**src/rtl/ad_ip_jesd204_tpl_adc_deframer.sv**
```systemverilog
// JESD204 RX transport-layer deframer: realigns lane octets to frame starts
// reported by link_sof, then unpacks frames into sign-extended 16-bit samples.

module ad_ip_jesd204_tpl_adc_deframer_lane #(
  parameter int OPB = 4,
  parameter int OW  = 2
) (
  input  logic [OPB*8-1:0] prev_i,
  input  logic [OPB*8-1:0] cur_i,
  input  logic [OW-1:0]    offset_i,
  output logic [OPB*8-1:0] aligned_o
);
  // Aligned octet j is octet (offset+j) of the {cur, prev} octet sequence.
  always_comb begin
    aligned_o = '0;
    for (int j = 0; j < OPB; j++) begin
      if (int'(offset_i) + j < OPB)
        aligned_o[j*8 +: 8] = prev_i[(int'(offset_i) + j)*8 +: 8];
      else
        aligned_o[j*8 +: 8] = cur_i[(int'(offset_i) + j - OPB)*8 +: 8];
    end
  end
endmodule

module ad_ip_jesd204_tpl_adc_deframer #(
  parameter int NUM_LANES            = 4,
  parameter int NUM_CHANNELS         = 2,
  parameter int SAMPLES_PER_FRAME    = 1,
  parameter int CONVERTER_RESOLUTION = 16,
  parameter int BITS_PER_SAMPLE      = 16,
  parameter int OCTETS_PER_BEAT      = 4
) (
  input  logic                                                  link_clk,
  input  logic                                                  link_reset,
  input  logic                                                  link_valid,
  input  logic [OCTETS_PER_BEAT-1:0]                            link_sof,
  input  logic [NUM_LANES*8*OCTETS_PER_BEAT-1:0]                link_data,
  output logic                                                  link_ready,
  output logic                                                  adc_valid,
  output logic [NUM_LANES*OCTETS_PER_BEAT*8/BITS_PER_SAMPLE*16-1:0] adc_data,
  output logic                                                  status_locked,
  output logic                                                  status_align_err,
  output logic [7:0]                                            status_err_cnt
);
  localparam int L   = NUM_LANES;
  localparam int M   = NUM_CHANNELS;
  localparam int S   = SAMPLES_PER_FRAME;
  localparam int N   = CONVERTER_RESOLUTION;
  localparam int NP  = BITS_PER_SAMPLE;
  localparam int OPB = OCTETS_PER_BEAT;
  localparam int F   = M*S*NP/(8*L);
  localparam int DPW = OPB*8*L/(M*NP);
  localparam int FPB = OPB/F;
  localparam int FB  = F*8*L;
  localparam int NK  = (N > 16) ? 16 : N;
  localparam int OW  = (OPB > 1) ? $clog2(OPB) : 1;
  localparam logic [OW-1:0] FMASK = OW'(F-1);

  typedef enum logic {HUNT, LOCKED} state_t;

  state_t                    state_q, state_d;
  logic [OW-1:0]             offset_q, offset_d;
  logic [7:0]                err_cnt_q, err_cnt_d;
  logic                      align_err_q, align_err_d;
  logic                      adc_valid_q, adc_valid_d;
  logic                      ready_q, prev_valid_q;
  logic [L-1:0][OPB*8-1:0]   prev_q, cur, aligned;
  logic [M*DPW*16-1:0]       adc_data_q, unpacked;
  logic [FPB-1:0][FB-1:0]    frames;
  logic [OW-1:0]             sof_idx;
  logic                      sof_any;

  assign cur     = link_data;
  assign sof_any = |link_sof;

  always_comb begin
    sof_idx = '0;
    for (int i = OPB-1; i >= 0; i--)
      if (link_sof[i]) sof_idx = OW'(i);
  end

  // Frame phase only matters modulo F; an SOF at any frame start of the
  // current phase is consistent and leaves the offset alone.
  always_comb begin
    state_d     = state_q;
    offset_d    = offset_q;
    err_cnt_d   = err_cnt_q;
    align_err_d = 1'b0;
    if (link_valid && sof_any) begin
      case (state_q)
        HUNT: begin
          state_d  = LOCKED;
          offset_d = sof_idx;
        end
        default: begin
          if ((sof_idx & FMASK) != (offset_q & FMASK)) begin
            align_err_d = 1'b1;
            offset_d    = sof_idx;
            if (err_cnt_q != 8'hFF) err_cnt_d = err_cnt_q + 8'd1;
          end
        end
      endcase
    end
    adc_valid_d = link_valid && prev_valid_q && (state_q == LOCKED) && !align_err_d;
  end

  for (genvar l = 0; l < L; l++) begin : g_lane
    ad_ip_jesd204_tpl_adc_deframer_lane #(.OPB(OPB), .OW(OW)) u_lane (
      .prev_i    (prev_q[l]),
      .cur_i     (cur[l]),
      .offset_i  (offset_q),
      .aligned_o (aligned[l])
    );
  end

  // Frame k: lane 0 octets k*F.., then lane 1, ...; first octet lands at the MSB.
  always_comb begin
    frames = '0;
    for (int k = 0; k < FPB; k++)
      for (int l = 0; l < L; l++)
        for (int o = 0; o < F; o++)
          frames[k][FB-1-(l*F+o)*8 -: 8] = aligned[l][(k*F+o)*8 +: 8];
  end

  function automatic logic [15:0] to_s16(input logic [NP-1:0] w);
    logic signed [15:0] t;
    t = 16'(w) << (16 - NP);
    return 16'(t >>> (16 - NK));
  endfunction

  always_comb begin
    unpacked = '0;
    for (int k = 0; k < FPB; k++)
      for (int c = 0; c < M; c++)
        for (int s = 0; s < S; s++)
          unpacked[(c*DPW + k*S + s)*16 +: 16] = to_s16(frames[k][FB-1-(c*S+s)*NP -: NP]);
  end

  always_ff @(posedge link_clk) begin
    if (link_reset) begin
      state_q      <= HUNT;
      offset_q     <= '0;
      err_cnt_q    <= '0;
      align_err_q  <= 1'b0;
      adc_valid_q  <= 1'b0;
      adc_data_q   <= '0;
      ready_q      <= 1'b0;
      prev_valid_q <= 1'b0;
      prev_q       <= '0;
    end else begin
      state_q      <= state_d;
      offset_q     <= offset_d;
      err_cnt_q    <= err_cnt_d;
      align_err_q  <= align_err_d;
      adc_valid_q  <= adc_valid_d;
      ready_q      <= 1'b1;
      prev_valid_q <= link_valid;
      if (adc_valid_d) adc_data_q <= unpacked;
      if (link_valid)  prev_q     <= cur;
    end
  end

  assign link_ready       = ready_q;
  assign adc_valid        = adc_valid_q;
  assign adc_data         = adc_data_q;
  assign status_locked    = (state_q == LOCKED);
  assign status_align_err = align_err_q;
  assign status_err_cnt   = err_cnt_q;
endmodule

```
**config.mk**
```make
export PLATFORM = sky130hd
export DESIGN_NAME = ad_ip_jesd204_tpl_adc_deframer
export DESIGN_NICKNAME = d
export VERILOG_FILES = /design/src/rtl/ad_ip_jesd204_tpl_adc_deframer.sv
export SDC_FILE = /design/constraint.sdc
export NUM_CORES = 1
export LEC_CHECK = 0
export ABC_AREA = 1
export BUFFER_PORTS_ARGS = -buffer_cell sky130_fd_sc_hd__buf_4
export CAP_MARGIN = 20
export CORE_MARGIN = 2
export CORE_UTILIZATION = 55
export DETAILED_ROUTE_END_ITERATION = 8
export GPL_TIMING_DRIVEN = 0
export PLACE_DENSITY = 0.82
export SLEW_MARGIN = 20
export SYNTH_ARGS = -nofsm -noshare
export SYNTH_HDL_FRONTEND = slang
export SYNTH_HIERARCHICAL = 1
export SYNTH_SLANG_ARGS = --single-unit
```
**constraint.sdc**
```tcl
create_clock -name link_clk -period 5.07 [get_ports link_clk]
set_input_delay 0.507 -clock link_clk [delete_from_list [all_inputs] [get_ports link_clk]]
set_output_delay 0.507 -clock link_clk [all_outputs]
set_load 0.03 [all_outputs]
```
==> impl_metrics.env <==
export IMPL_die_area_mm2=0.0274
export IMPL_cts_max_level=1
export IMPL_die_x_um=165
export IMPL_initial_core_util=0.555
export IMPL_cts_path_max_buffers=3
export IMPL_timing_final_hold_violations=0
export IMPL_min_period_over_period=0.582
export IMPL_vias=16610
export IMPL_drtAntennaViolNets=0
export IMPL_mostFrequentLayoutCells="331 x nor2_1, 325 x o21ai_0, 324 x nand2_1"
export IMPL_syn_inst=2188
export IMPL_tns_ns=0
export IMPL_fin_cells=2845
export IMPL_numClockSinks=262
export IMPL_syn_to_final_growth_pct=24.1
export IMPL_fillerInstances=2347
export IMPL_worstMarginPinSlew_ns=0.971
export IMPL_cts_resized=0
export IMPL_dr_pass1_iters=5
export IMPL_grt_max_degree=31
export IMPL_final_nets=2634
export IMPL_port_buffers=264
export IMPL_path_max_fanout=17
export IMPL_final_max_slew_viol_count=0
export IMPL_worstSetupStartpointType="register"
export IMPL_final_util=0.688
export IMPL_drt_total_wl_um=54200
export IMPL_num_io_pins=275
export IMPL_grt_pass1_wl_um=82700
export IMPL_seq_area_frac_synth=0.366
export IMPL_die_y_um=165
export IMPL_ys_seq_elements=262
export IMPL_place_inst=2796
export IMPL_status="finished clean"
export IMPL_cts_root_buffer="clkbuf_16"
export IMPL_synth_area_per_cell_um2=6.55
export IMPL_clock_latency_ns=0.57
export IMPL_irDropWorstVdd_mv=0.448
export IMPL_final_cell_area_mm2=0.0178
export IMPL_rsz0062_at_grt="no"
export IMPL_ctsHoldBuffers=0
export IMPL_hp_class="in -> reg"
export IMPL_critPathArrivalTime_ns=3.39
export IMPL_place_congestion=1.01
export IMPL_drc=0
export IMPL_wire_per_inst_um=19.0
export IMPL_cts_setup_buffers=0
export IMPL_yosysUniqueCellTypes=18
export IMPL_cts_buffers=28
export IMPL_period_needed_ns=2.95
export IMPL_path_class="reg -> reg"
export IMPL_final_layout_size_suffix_gt1_frac=0.180
export IMPL_grt_pass1_vias=15459
export IMPL_row_count=59
export IMPL_fin_skew_ns=0.0150
export IMPL_cts_clk_slew_worst_paths_ns=0.06
export IMPL_cts_tree="done"
export IMPL_ys_warn_count=6
export IMPL_viasPerCell=5.84
export IMPL_syn_area_mm2=0.0143
export IMPL_yosysTopAreaCell="dfxtp_1"
export IMPL_core_area_mm2=0.0258
export IMPL_drt_iter0_markers=2039
export IMPL_synth_top_cell_area_share=0.366
export IMPL_crit_path_end_kind="register"
export IMPL_antenna_found_initial=0
export IMPL_overflow=0
export IMPL_crit_required_ns=5.51
export IMPL_final_common_cell="nor2_1"
export IMPL_powerDensity_mw_per_mm2=323
export IMPL_maxSlewHeadroom=0.352
export IMPL_place_ws_ns=2.24
export IMPL_setup_violations_final=0
export IMPL_post_dp_cell_area_mm2=0.0168
export IMPL_p_leak_nw=8.01
export IMPL_final_critical_path_setup_slack_ns=2.12
export IMPL_dp_hpwl_um=40600
export IMPL_drv_cap=0
export IMPL_n_antenna_cell=0
export IMPL_grt_usage=0.386
export IMPL_max_freq_mhz=339
export IMPL_synth_area_leaders="dfxtp_1 37%, o21ai_0 11%, nand3_1 10%, nor2_1 8.7%, nand2_1 8.5%"
==> area by class of cell <==
| cell class | count | area (µm²) | share of cell area |
|---|---|---|---|
| buffer | 173 | 1250 | 0.0703 |
| clock buffer | 39 | 812 | 0.0457 |
| clock inverter | 10 | 189 | 0.0106 |
| inverter | 218 | 818 | 0.0460 |
| multi-input combinational | 1543 | 7040 | 0.396 |
| sequential | 262 | 5250 | 0.295 |
| tap | 335 | 419 | 0.0236 |
| timing repair buffer | 265 | 2000 | 0.113 |
==> critical path, stage by stage, from the launching register on <==
cell	delay, ns
dfxtp_1	0.96
inv_2	0.10
buf_6	0.19
buf_6	0.14
ha_1	0.28
buf_2	0.19
inv_2	0.16
buf_4	0.22
nand3_1	0.09
nand3_1	0.08
nand2_1	0.11
o21ai_0	0.22
a21oi_1	0.07
==> through the flow <==
stage	hold WS, ns	total power [mW]
after global placement	0.433	3.49
after global routing	0.140	5.96
after CTS	0.131	5.72
final	0.142	5.75
after floorplan	0.463	3.06
after detailed placement	0.438	3.51
==> per-layer routing <==
layer	wire length, µm	global-route usage	vias up
met5	0	0	-
met4	2080	0.152	0
met3	5770	0.0702	157
met2	24700	0.626	1011
met1	21600	0.509	7687
li1	-	-	7755
==> path summary, 6_finish.rpt <==
path	slack (ns)	depth (start not counted)	endpoint	start
max	2.12	12	adc_data[17]	offset_q[0]
min	0.14	2	adc_valid	link_reset
max reg2reg	2.12	12	adc_data[17]	offset_q[0]
min reg2reg	0.44	2	adc_data[94]	adc_data[94]
==> cells in the mapped netlist, drive strengths merged <==
cell type,instances
o21ai,418
nor2,331
nand2,324
nand3,290
dfxtp,262
inv,218
a21oi,131
buf,120
clkbuf,53
o211ai,32
ha,8
conb,1
==> state kept, by name, summed over array words and instances (netlist names) <==
signal,flops
adc_data,128
adc_valid,1
link_ready,1
prev_q,128
offset_q,2
status_locked,1
prev_valid_q,1
==> cell families (layout without fill, tap and decap cells) <==
| group | Yosys count | in the layout | share of synthesized area |
|---|---|---|---|
| fa+ha+maj | 8 | 8 | 0.00699 |
| simple gates | 945 | 945 | 0.274 |
| buf+inv | 391 | 705 | 0.144 |
| flops | 262 | 262 | 0.366 |
| compound gates | 581 | 581 | 0.209 |
| other cells | 1 | 9 | 0.000262 |
==> where the power goes <==
group	internal, mW	total, mW	switching, mW
sequential	2.16	2.25	0.0831
combinational	0.448	1.27	0.819
clock	1.36	2.24	0.874
total	3.98	5.75	1.78
Note: power is estimated with default switching activity, not from simulation.
